## config.mk

```make
export PLATFORM = sky130hd
export DESIGN_NAME = alu_pipe_mc
export DESIGN_NICKNAME = d
export VERILOG_FILES = /design/src/rtl/alu_pipe_mc.sv
export SDC_FILE = /design/constraint.sdc
export NUM_CORES = 1
export LEC_CHECK = 0
export ABC_CLOCK_PERIOD_IN_PS = 5100
export BUFFER_PORTS_ARGS = -buffer_cell sky130_fd_sc_hd__buf_2
export CORE_ASPECT_RATIO = 0.6
export CORE_MARGIN = 8
export CORE_UTILIZATION = 55
export DETAILED_ROUTE_END_ITERATION = 8
export GPL_TIMING_DRIVEN = 0
export PLACE_DENSITY = 0.74
export SYNTH_ARGS = -nofsm -noshare
export SYNTH_HDL_FRONTEND = slang
export SYNTH_SLANG_ARGS = --single-unit
```

## constraint.sdc

```tcl
create_clock -name clk -period 5.1 [get_ports clk]
set_input_delay 0.255 -clock clk [delete_from_list [all_inputs] [get_ports clk]]
set_output_delay 0.255 -clock clk [all_outputs]
set_load 0.02 [all_outputs]
```

## src/rtl/alu_pipe_mc.sv

```systemverilog
// Handshaked execute ALU: one operation per valid/ready transfer, registered result,
// signed saturating ADD/SUB, lane-wise saturating PADDSB and an iterative shift-add MUL.
module alu_pipe_mc #(
  parameter int WIDTH = 16,
  parameter int LANE  = 4
) (
  input  logic             clk,
  input  logic             rst,
  input  logic             in_valid,
  output logic             in_ready,
  input  logic [3:0]       opcode,
  input  logic [WIDTH-1:0] operand1,
  input  logic [WIDTH-1:0] operand2,
  output logic             out_valid,
  input  logic             out_ready,
  output logic [WIDTH-1:0] result,
  output logic             err,
  output logic [2:0]       flags,
  output logic             busy,
  output logic [1:0]       dbg_state
);
  localparam int SHW = $clog2(WIDTH);
  localparam int NL  = WIDTH / LANE;
  localparam logic [WIDTH-1:0] MAXV = {1'b0, {(WIDTH-1){1'b1}}};
  localparam logic [WIDTH-1:0] MINV = {1'b1, {(WIDTH-1){1'b0}}};
  localparam logic [LANE-1:0]  LMAX = {1'b0, {(LANE-1){1'b1}}};
  localparam logic [LANE-1:0]  LMIN = {1'b1, {(LANE-1){1'b0}}};
  localparam logic [3:0]       OP_MUL = 4'h8;

  typedef enum logic [1:0] {S_IDLE = 2'd0, S_MUL = 2'd1, S_DONE = 2'd2} state_t;

  state_t           r_state, w_state_next;
  logic [WIDTH-1:0] r_result, r_mcand, r_mplier, r_acc;
  logic             r_err;
  logic [2:0]       r_flags;
  logic [SHW-1:0]   r_cnt;

  logic             w_accept, w_mul_last, w_err, w_vsat;
  logic [1:0]       w_fmode;
  logic [2:0]       w_flags;
  logic [WIDTH-1:0] w_res, w_padd, w_acc_next;
  logic [WIDTH:0]   w_sum, w_dif;
  logic [LANE:0]    w_lane;
  logic [2*WIDTH-1:0] w_rot;
  logic [SHW-1:0]   w_sh;

  // Handshake: a transfer happens on a rising edge where in_valid & in_ready;
  // out_valid is held with result/err/flags frozen until out_ready is seen high.
  assign in_ready   = (r_state == S_IDLE) || ((r_state == S_DONE) && out_ready);
  assign w_accept   = in_valid && in_ready;
  assign out_valid  = (r_state == S_DONE);
  assign busy       = (r_state == S_MUL);
  assign result     = r_result;
  assign err        = r_err;
  assign flags      = r_flags;
  assign dbg_state  = r_state;
  assign w_mul_last = (r_cnt == SHW'(WIDTH - 1));
  assign w_acc_next = r_acc + (r_mplier[0] ? r_mcand : '0);

  assign w_sh  = operand2[SHW-1:0];
  assign w_sum = {operand1[WIDTH-1], operand1} + {operand2[WIDTH-1], operand2};
  assign w_dif = {operand1[WIDTH-1], operand1} - {operand2[WIDTH-1], operand2};
  assign w_rot = {operand1, operand1} >> w_sh;

  always_comb begin
    w_padd = '0;
    w_lane = '0;
    for (int l = 0; l < NL; l++) begin
      w_lane = {operand1[l*LANE+LANE-1], operand1[l*LANE +: LANE]} +
               {operand2[l*LANE+LANE-1], operand2[l*LANE +: LANE]};
      if (w_lane[LANE] != w_lane[LANE-1]) w_padd[l*LANE +: LANE] = w_lane[LANE] ? LMIN : LMAX;
      else                                w_padd[l*LANE +: LANE] = w_lane[LANE-1:0];
    end
  end

  // w_fmode: 0 keeps flags, 1 loads V,N,Z, 2 loads Z only
  always_comb begin
    w_res   = '0;
    w_err   = 1'b0;
    w_vsat  = 1'b0;
    w_fmode = 2'd0;
    case (opcode)
      4'h0: begin
        w_vsat  = (w_sum[WIDTH] != w_sum[WIDTH-1]);
        w_res   = w_vsat ? (w_sum[WIDTH] ? MINV : MAXV) : w_sum[WIDTH-1:0];
        w_fmode = 2'd1;
      end
      4'h1: begin
        w_vsat  = (w_dif[WIDTH] != w_dif[WIDTH-1]);
        w_res   = w_vsat ? (w_dif[WIDTH] ? MINV : MAXV) : w_dif[WIDTH-1:0];
        w_fmode = 2'd1;
      end
      4'h2: begin w_res = operand1 ^ operand2;           w_fmode = 2'd2; end
      4'h3: begin w_res = operand1 & operand2;           w_fmode = 2'd2; end
      4'h4: begin w_res = operand1 << w_sh;              w_fmode = 2'd2; end
      4'h5: begin w_res = $signed(operand1) >>> w_sh;    w_fmode = 2'd2; end
      4'h6: begin w_res = w_rot[WIDTH-1:0];              w_fmode = 2'd2; end
      4'h7: w_res = w_padd;
      OP_MUL: w_res = '0;
      default: w_err = 1'b1;
    endcase
    w_flags = r_flags;
    if (w_fmode == 2'd1)      w_flags = {w_vsat, w_res[WIDTH-1], (w_res == '0)};
    else if (w_fmode == 2'd2) w_flags[0] = (w_res == '0);
  end

  always_comb begin
    w_state_next = r_state;
    case (r_state)
      S_IDLE: if (w_accept) w_state_next = (opcode == OP_MUL) ? S_MUL : S_DONE;
      S_MUL:  if (w_mul_last) w_state_next = S_DONE;
      S_DONE: if (out_ready) w_state_next = w_accept ? ((opcode == OP_MUL) ? S_MUL : S_DONE) : S_IDLE;
      default: w_state_next = S_IDLE;
    endcase
  end

  always_ff @(posedge clk) begin
    if (rst) begin
      r_state  <= S_IDLE;
      r_result <= '0;
      r_err    <= 1'b0;
      r_flags  <= 3'b000;
      r_mcand  <= '0;
      r_mplier <= '0;
      r_acc    <= '0;
      r_cnt    <= '0;
    end else begin
      r_state <= w_state_next;
      if (w_accept) begin
        if (opcode == OP_MUL) begin
          r_mcand  <= operand1;
          r_mplier <= operand2;
          r_acc    <= '0;
          r_cnt    <= '0;
        end else begin
          r_result <= w_res;
          r_err    <= w_err;
          r_flags  <= w_flags;
        end
      end else if (r_state == S_MUL) begin
        // one partial product per cycle; the last one goes straight to the result
        r_acc    <= w_acc_next;
        r_mcand  <= r_mcand << 1;
        r_mplier <= r_mplier >> 1;
        r_cnt    <= r_cnt + 1'b1;
        if (w_mul_last) begin
          r_result <= w_acc_next;
          r_err    <= 1'b0;
          r_flags  <= {1'b0, w_acc_next[WIDTH-1], (w_acc_next == '0)};
        end
      end
    end
  end
endmodule

```

After elaboration in Yosys (flattened, before gate mapping)
Cells that the tools add are included.

operators by class
  add/sub/neg operators = 8
  equal/unequal tests = 26
  shifts and indexed selects = 3
  mux-type cells = 50
  bitwise operators = 2
  reductions and logical operators = 17

operators with widths
  operator              count
  $mux W16              18
  $pmux W16 S8          1
  $mux W4               11
  $logic_not A16 Y1     2
  $shr A32 B4 Y16       1
  $add A4 B4 Y5         4
  $add A16 B16 Y17      1
  $sub A16 B16 Y17      1
  $add A16 B16 Y16      1
  $and A16 B16 Y16      1
  $eq A4 B3 Y1 const B  4
  $shl A16 B4 Y16       1
  $sshr A16 B4 Y16      1
  $xor A16 B16 Y16      1
  $mux W2               6
  $mux W3               4
  $eq A4 B2 Y1 const B  2
  $eq A4 B4 Y1 const B  2
  $ne A2 B1 Y1 const B  4
  $reduce_and A4 Y1     2
  $reduce_or A8 Y1      1
  $mux W1               7
  $ne A1 B1 Y1          6
  $pmux W2 S3           1
  17 further kinds      23

storage, ports and cells
  bits in registers = 74
  input port bits = 40
  output and inout bits = 25
  word-level logic and storage cells = 115

Depth between registers and ports, before layout
Gate-level depths: netlist of run 1.

  word-level depth = 9
  mapped depth = 19
  depth with buffers taken out = 16

Worst setup path before layout of run 1
No wires, ideal clock.

  path type = input to register
  start point = input port operand2[2]
  end point = register r_flags[0], in the netlist flags[0]
  setup time = 0.073 ns
  arrival = 3.828 ns
  required time = 5.027 ns
  slack = 1.199 ns
  stages on the path = 19
  buffers on the path = 5
  cells stage by stage = buf_2 buf_2 buf_2 inv_1 buf_2 ha_1 a211oi_1 o211ai_1 a41o_1 nor2_2 nor2_1 and3_1 buf_6 or4b_4 a2111oi_4 nand3_2 nor3_2 nand3_1 o211ai_2

between the ends
  cells in the longest elaborated chain, start to end = 9

ends and longest elaborated chain
  what                                            line      text
  start: declaration                              13        input logic [WIDTH-1:0] operand2,
  $sub A16 B16 Y17 (tied with other cells)        62        assign w_dif = {operand1[WIDTH-1], operand1} - {operand2[WIDTH-1], operand2};
  $mux W16 (tied with other cells) (2 in series)  90        w_res = w_vsat ? (w_dif[WIDTH] ? MINV : MAXV) : w_dif[WIDTH-1:0];
  $pmux W16 S8 *                                  82        case (opcode)
  $logic_not A16 Y1 *                             103, 104
  $mux W1                                         104       else if (w_fmode == 2'd2) w_flags[0] = (w_res == '0);
  $mux W1 *                                       103       if (w_fmode == 2'd1) w_flags = {w_vsat, w_res[WIDTH-1], (w_res == '0)};
  $mux W3 *                                       130       if (opcode == OP_MUL) begin
  $mux W3 *                                       129       if (w_accept) begin
  end signal: assignment                          138       r_flags <= w_flags;
  end signal: assignment                          149       r_flags <= {1'b0, w_acc_next[WIDTH-1], (w_acc_next == '0)};
  end: declaration                                35        logic [2:0] r_flags;

Mark *: on every way between the ends. The rest lies on a longest branch, timed or not. The select of a mux whose other input is x is not followed.
A chain may end at the register's enable or synchronous reset.

Final worst setup path of run 1
  start point = input port operand2[1]
  end point = register r_flags[0], in the netlist flags[0]

The elaborated chain is that of the path after synthesis.

==> flow_metrics.tcl, run 1 <==
set metrics [dict create \
    dpl-instance-area_um2 9440 \
    synth-simple-area-share_pct 24.7 \
    setup_violations 0 \
    synth_enable_flop_cells 0 \
    cts_tree "yes" \
    cts_root_buf "clkbuf_16" \
    leakage_nw 3.89 \
    arrival_ns 5.34 \
    power_mw 2.22 \
    routedWlPerCell_um 26.2 \
    syn_avg_cell_area_um2 7.03 \
    antenna_found_initial 0 \
    critPathKind "in2reg" \
    async_flop_share_pct 0 \
    synth_warnings 0 \
    rows 36 \
    place_ws_ns -0.0857 \
    ctsLongestPathBuffers 2 \
    h-tree-depth 3 \
    crit_required_ns 5.38 \
    skew_ns 0.0110 \
    grt-ovfl-total 0 \
    portBuffers 60 \
    pin_count 65 \
    syn_area_um2 8870 \
    synth_xor_area_share_pct 4.74 \
    vdd_drop_max_mv 0.156 \
    fmax_mhz 198 \
    period_share_pct 99.1 \
    whs_ns 0.202 \
    drt-total-wl_um 40500 \
    seq_area_frac_synth_pct 16.7 \
    postRouteAntennaNets 0 \
    final_cells 1549 \
    place_congestion 1.12 \
    drive_above_1_share_pct 11.9 \
    crit_path_start_kind "primary input" \
    rsz0062_at_grt "no" \
    finish.utilization_pct 61.2 \
    crit_slowest_cell "a311oi_2" \
    hold_violations 0 \
    syn_inst 1263 \
    dieWidth_um 180 \
    vias 10900 \
    cts_made_buffers 9 \
    finalNetCount 1429 \
    drc_errors 0 \
    critical_path_buf_inv_count 4 \
    die_area_um2 20600 \
    fp.dieH_um 114 \
    drt_first_pass_iters 6 \
    clk_latency_ns 0.35 \
    syn_nets 1358 \
    viasPerCell 7.04 \
    dp_hpwl_um 32300 \
    max-slew-margin-rel_pct 17.3 \
    synth.area.mux_share_pct 9.81 \
    ctsHoldBuffers 0 \
    synthAdderAreaFrac_pct 8.37 \
    p_per_area_nw_per_um2 227 \
    outcome "finished clean" \
    cts_sinks 74 \
    synth_compound_area_share_pct 29.0 \
    finalInstanceArea_um2 9780 \
    grt_pass1_vias 9426 \
    path_max_fanout 11 \
    tightest_slew_ns 1.23 \
    clk_pin_slew_ns 0.07 \
    synth_top_family_by_area "compound AO/OA/AOI/OAI gates" \
    grt.total_usage_pct 37.8 \
    first_iter_violations 1977 \
    dp.cells 1532 \
    grt_pass1_wl_um 59300 \
    crit_family "simple AND/OR/NAND/NOR gates" \
    core_area_um2 16000 \
    grt_max_degree 14 \
    slew_viol_final 0 \
    end_kind "flop" \
    synth.distinct_cells 83 \
    synthToLayoutAreaGrowth_pct 10.2 \
    maxCapViolations 0 \
    initial_core_util_pct 55.5 \
    slowest_delay_ns 0.58 \
    ys.flop_type "dfxtp_1" \
    hp-class "in2reg" \
    cp_cell_sequence "buf_2 -> buf_2 -> inv_1 -> buf_1 -> ha_1 -> nand2b_1 -> a2111oi_2 -> or3_1 -> a311oi_2 -> o31a_4 -> mux2i_2 -> a21oi_1 -> nor4_1 -> nand3_1 -> nor4_1 -> nand3_1 -> o211ai_2" \
    setup-tns-final_ns 0 \
    ys_ff_latch 74 \
    worst_slack_ns 0.0434 \
    fin_crit_ns 5.06 \
]
-- Yosys cell counts, types with 5 or more instances --
| library cell | number | share of area (%) |
|---|---|---|
| nor2_1 | 167 | 7.1 |
| nand2_1 | 154 | 6.5 |
| a21oi_1 | 135 | 7.6 |
| dfxtp_1 | 74 | 17 |
| o21ai_0 | 64 | 3.6 |
| clkbuf_1 | 61 | 2.6 |
| ha_1 | 49 | 6.9 |
| mux2i_1 | 44 | 5.0 |
| inv_1 | 43 | 1.8 |
| xnor2_1 | 39 | 3.8 |
| nand3_1 | 38 | 2.1 |
| a311oi_1 | 34 | 3.4 |
| and2_1 | 24 | 1.7 |
| nor3_1 | 23 | 1.3 |
| mux2_2 | 19 | 2.4 |
| a211oi_1 | 16 | 1.4 |
| buf_2 | 16 | 0.90 |
| o22ai_1 | 16 | 1.1 |
| nor2b_1 | 14 | 0.99 |
| o211ai_1 | 13 | 1.1 |
| a31oi_1 | 12 | 0.85 |
| buf_1 | 12 | 0.51 |
| nor4_1 | 12 | 0.85 |
| nand2b_1 | 11 | 0.78 |
| a21o_1 | 10 | 0.85 |
| o221ai_1 | 9 | 0.89 |
| xor2_1 | 9 | 0.89 |
| mux4_2 | 8 | 2.0 |
| or3_1 | 8 | 0.56 |
| o21a_1 | 7 | 0.59 |
| o31ai_1 | 7 | 0.59 |
| a22oi_1 | 6 | 0.51 |
| and3_1 | 6 | 0.42 |
| fa_1 | 6 | 1.4 |
| o21bai_1 | 6 | 0.51 |
| nand4_1 | 5 | 0.35 |
-- worst register-to-register path, cell delays in order, from the launching register on --
cell	delay, ns
dfxtp_1	0.37
and2_1	0.20
ha_1	0.22
fa_1	0.40
a21o_1	0.17
a21oi_1	0.22
o21ai_1	0.13
o21ai_0	0.33
o21ai_1	0.17
o21ai_0	0.18
nand2b_1	0.12
a21oi_1	0.25
xnor2_1	0.14
or2_2	0.34
or4_1	0.58
o211ai_2	0.16
-- routing by layer --
| layer | track usage [%] | part of all wire (%) | routed length (um) |
|---|---|---|---|
| met3 | 22.7 | 21 | 8600 |
| met1 | 54.6 | 43 | 17300 |
| met5 | 2.99 | 0.48 | 195 |
| met4 | 6.25 | 2.0 | 792 |
| met2 | 45.2 | 34 | 13600 |
-- timing repair --
item | CTS | global route
setup endpoints to repair | 0 | 1
buffers inserted | 0 | 0
gates resized for setup | 0 | 4
-- kinds of logic (layout without fill, tap and decap cells) --
group,count (synthesis),in the layout
muxes,73,73
xor gates and xnor gates,48,48
AOI/OAI and AO/OA,387,387
other,0,1
buffers and inverters,142,218
and+or+nand+nor,483,483
adders and majority gates,56,56
DFF,74,74
-- sequential cells by signal, summed over array words and instances (netlist names) --
name and flops:
r_acc 16, r_mcand 16, r_mplier 16, result 16
r_cnt 4, flags 3, dbg_state 2, err 1
-- report_power, final --
group	switching (mW)	total, mW	internal, mW	leakage (nW)
registers	0.0141	0.613	0.599	0.601
logic	0.634	0.929	0.295	3.15
clock network	0.272	0.680	0.408	0.144
total	0.921	2.22	1.30	3.89
-- final timing paths --
kind          startpoint           end  slack (ns)  cells past startpoint
max          operand2[1]      flags[0]        0.04                     17
min            out_ready  dbg_state[1]        0.20                      4
max reg2reg  r_mplier[0]      flags[0]        1.06                     15
min reg2reg    result[9]     result[9]        0.45                      2
-- layout by cell type (no fill, tap or decap), types with 7 or more instances in the layout --
cell type,n
o31ai_1,7
nand3_1,38
buf_2,76
o21ai_0,64
mux2_2,19
a211oi_1,16
xor2_1,9
a21o_1,10
and2_1,24
nor2_1,167
ha_1,49
o221ai_1,9
mux4_2,8
nand2b_1,11
a31oi_1,12
clkbuf_16,9
nor3_1,23
clkbuf_1,61
nand2_1,154
o21a_1,7
or3_1,8
buf_1,12
o22ai_1,16
o211ai_1,13
nor4_1,9
nor2b_1,14
inv_1,43
a311oi_1,34
dfxtp_1,74
xnor2_1,39
mux2i_1,44
a21oi_1,135
-- area by class of cell --
| cell class | instances | area [um^2] |
|---|---|---|
| Buffer | 96 | 422 |
| Tap cell | 209 | 262 |
| Inverter | 46 | 173 |
| Fill cell | 1488 | 6210 |
| Multi-Input combinational cell | 1047 | 6820 |
| Timing Repair Buffer | 60 | 300 |
| Clock buffer | 11 | 253 |
| Antenna cell | 1 | 2.50 |
| Sequential cell | 74 | 1480 |
| Clock inverter | 5 | 61.3 |
(Power assumes the default switching activity.)
==> run 2: changes to the inputs <==
- ABC_CLOCK_PERIOD_IN_PS: 5100 -> unset
- REMOVE_ABC_BUFFERS: unset -> 1
==> run 2 against run 1 <==
Net effect: sequential power hardly changed; worst hold slack worse by 0.0032 ns; critical endpoint unchanged; largest power group unchanged; count of clock-buffer cells in the layout is 2 lower; worst setup slack better by 0.11 ns; routed wire length is 12% lower; utilization is 1.8 points lower; sequential share of layout area is 0.46 points higher; register-to-register slack worse by 0.18 ns; die area stayed put; first-iteration DRC count is 29% lower; sequential cell count stayed put.
==> flow_metrics.tcl, run 2 (synthesis gave the netlist of run 1 again) <==
set metrics [dict create \
    outcome "finished clean" \
    h-tree-depth 3 \
    rrSetupSlack_ns 0.88 \
    cts_made_buffers 9 \
    cts_root_buf "clkbuf_16" \
    arrival_ns 5.21 \
    period_share_pct 97.0 \
    fp.dieH_um 114 \
    rows 36 \
    slew_viol_final 0 \
    num-fill-cells 1533 \
    synthToLayoutAreaGrowth_pct 6.95 \
    finish.utilization_pct 59.4 \
    postRouteAntennaNets 0 \
    drive_above_1_share_pct 11.8 \
    power_mw 2.26 \
    rsz0062_at_grt "no" \
    fin_crit_ns 4.95 \
    viasPerCell 6.84 \
    final_cells 1460 \
    min_path_cells 4 \
    leakage_nw 3.78 \
    max-slew-margin-rel_pct 6.91 \
    grt-ovfl-total 0 \
    met3_usage_pct 15.1 \
    end_kind "flop" \
    hold_violations 0 \
    tightest_slew_ns 1.40 \
    mostFrequentLayoutCells "nor2_1, nand2_1, a21oi_1" \
    cts_tree "yes" \
    core_area_um2 16000 \
    clk_latency_ns 0.34 \
    grt_pass1_wl_um 53300 \
    skew_ns 0.0106 \
    setup_violations 0 \
    drt-total-wl_um 35500 \
    setup-tns-final_ns 0 \
    crit_family "simple AND/OR/NAND/NOR gates" \
    grt_pass1_vias 8905 \
    maxCapViolations 0 \
    antenna_found_initial 0 \
    die_area_um2 20600 \
    fmax_mhz 202 \
    ctsHoldBuffers 0 \
    vias 9986 \
    grtUsageMet2_pct 42.6 \
    drc_errors 0 \
    final_common_cell "nor2_1" \
    place_congestion 1.03 \
    pin_count 65 \
    dp.cells 1442 \
    cts_sinks 74 \
    met1_usage_pct 48.7 \
    vdd_drop_max_mv 0.159 \
    crit_required_ns 5.37 \
    min_to "dbg_state[1]" \
    grt.busiest_layer "met1" \
    critical_path_buf_inv_count 2 \
    routedWlPerCell_um 24.3 \
    grt.total_usage_pct 33.2 \
    drt_first_pass_iters 6 \
    p_per_area_nw_per_um2 238 \
    r2r-end "flags[0]" \
    worstReg2RegStart "r_mplier[0]" \
    slowest_delay_ns 0.56 \
    critPathKind "in2reg" \
    clk_pin_slew_ns 0.06 \
    crit_path_start_kind "primary input" \
    grt_max_degree 74 \
    portBuffers 64 \
    path_max_fanout 51 \
    crit_slowest_cell "nor4_1" \
    finalNetCount 1341 \
    n_antenna_cell 0 \
    r2r_cells 15 \
    dp_hpwl_um 26800 \
    hp-class "in2reg" \
    first_iter_violations 1402 \
    holdCritStartpoint "out_ready" \
    dieWidth_um 180 \
    ctsLongestPathBuffers 2 \
    initial_core_util_pct 55.5 \
    cp_cell_sequence "buf_4 -> clkinvlp_4 -> ha_1 -> nand2b_1 -> a2111oi_2 -> or3_1 -> a311oi_2 -> o31a_4 -> mux2i_4 -> a21oi_1 -> nor4_1 -> nand3_1 -> nor4_1 -> nand3_1 -> o211ai_2" \
]
-- run 2: changes by cell type in the layout (fill, tap and decap cells not counted), sizes merged --
cell,previous run,this run
clkbuf,72,9
buf,95,68
bufinv,1,4
clkinvlp,3,1
clkinv,0,1
diode,1,0
-- run 2: where the power goes --
part	internal (mW)	switching [mW]	total, mW
sequential	0.599	0.0134	0.612
combinational	0.279	0.563	0.842
clock	0.534	0.270	0.804
total	1.41	0.847	2.26
-- run 2: how the worst max path moves through the flow --
| stage | startpoint | endpoint | slack [ns] | cells past startpoint |
|---|---|---|---|---|
| after floorplan | dbg_state[0] | flags[0] | 1.09 | 10 |
| after global placement | operand2[1] | flags[0] | -0.79 | 15 |
| after detailed placement | operand2[1] | flags[0] | -0.74 | 15 |
| after CTS | operand2[1] | flags[0] | 0.09 | 15 |
| after global routing | operand2[2] | flags[0] | 0.01 | 14 |
| final | operand2[1] | flags[0] | 0.15 | 15 |
-- run 2: metal layers --
layer | wire [um] | vias to the layer above
met4 | 448 | 2
met3 | 5350 | 54
met2 | 13500 | 653
met5 | 42 | -
met1 | 16200 | 4732
li1 | - | 4545
-- run 2: layout make-up --
type | count | area [um^2] | area share, %
clock buffers | 9 | 225 | 2.37
clock inverters | 7 | 149 | 1.57
inverters | 46 | 176 | 1.86
multi-input cells | 1047 | 6820 | 71.8
flip-flops and latches | 74 | 1480 | 15.6
well taps | 209 | 262 | 2.76
repair buffers | 68 | 380 | 4.01
-- run 2: repair_timing --
| action | in CTS | in global routing |
|---|---|---|
| endpoints found under the setup margin | 12 | 4 |
| gates resized for setup | 2 | 3 |
| setup buffers | 0 | 2 |
-- run 2: worst reg2reg max path, cell delays in order, from the launching register on --
cell and delay (ns):
dfxtp_1 0.48, and2_1 0.24, ha_1 0.20, fa_1 0.41, a21o_1 0.17, a21oi_1 0.24, o21ai_1 0.16, o21ai_0 0.37
o21ai_1 0.16, o21ai_0 0.20, nand2b_1 0.08, a21oi_1 0.21, xnor2_1 0.18, or2_2 0.35, or4_1 0.55, o211ai_2 0.15
-- run 2: through the flow --
stage          instance area (um^2)  hold slack, ns  setup slack, ns
6_report                       9490           0.199            0.152
5_1_grt                        9490           0.205           0.0124
4_1_cts                        9460           0.196           0.0851
3_5_place_dp                   9080           0.445           -0.737
3_3_place_gp                   9030           0.436           -0.786
2_1_floorplan                  8450           0.324             1.09
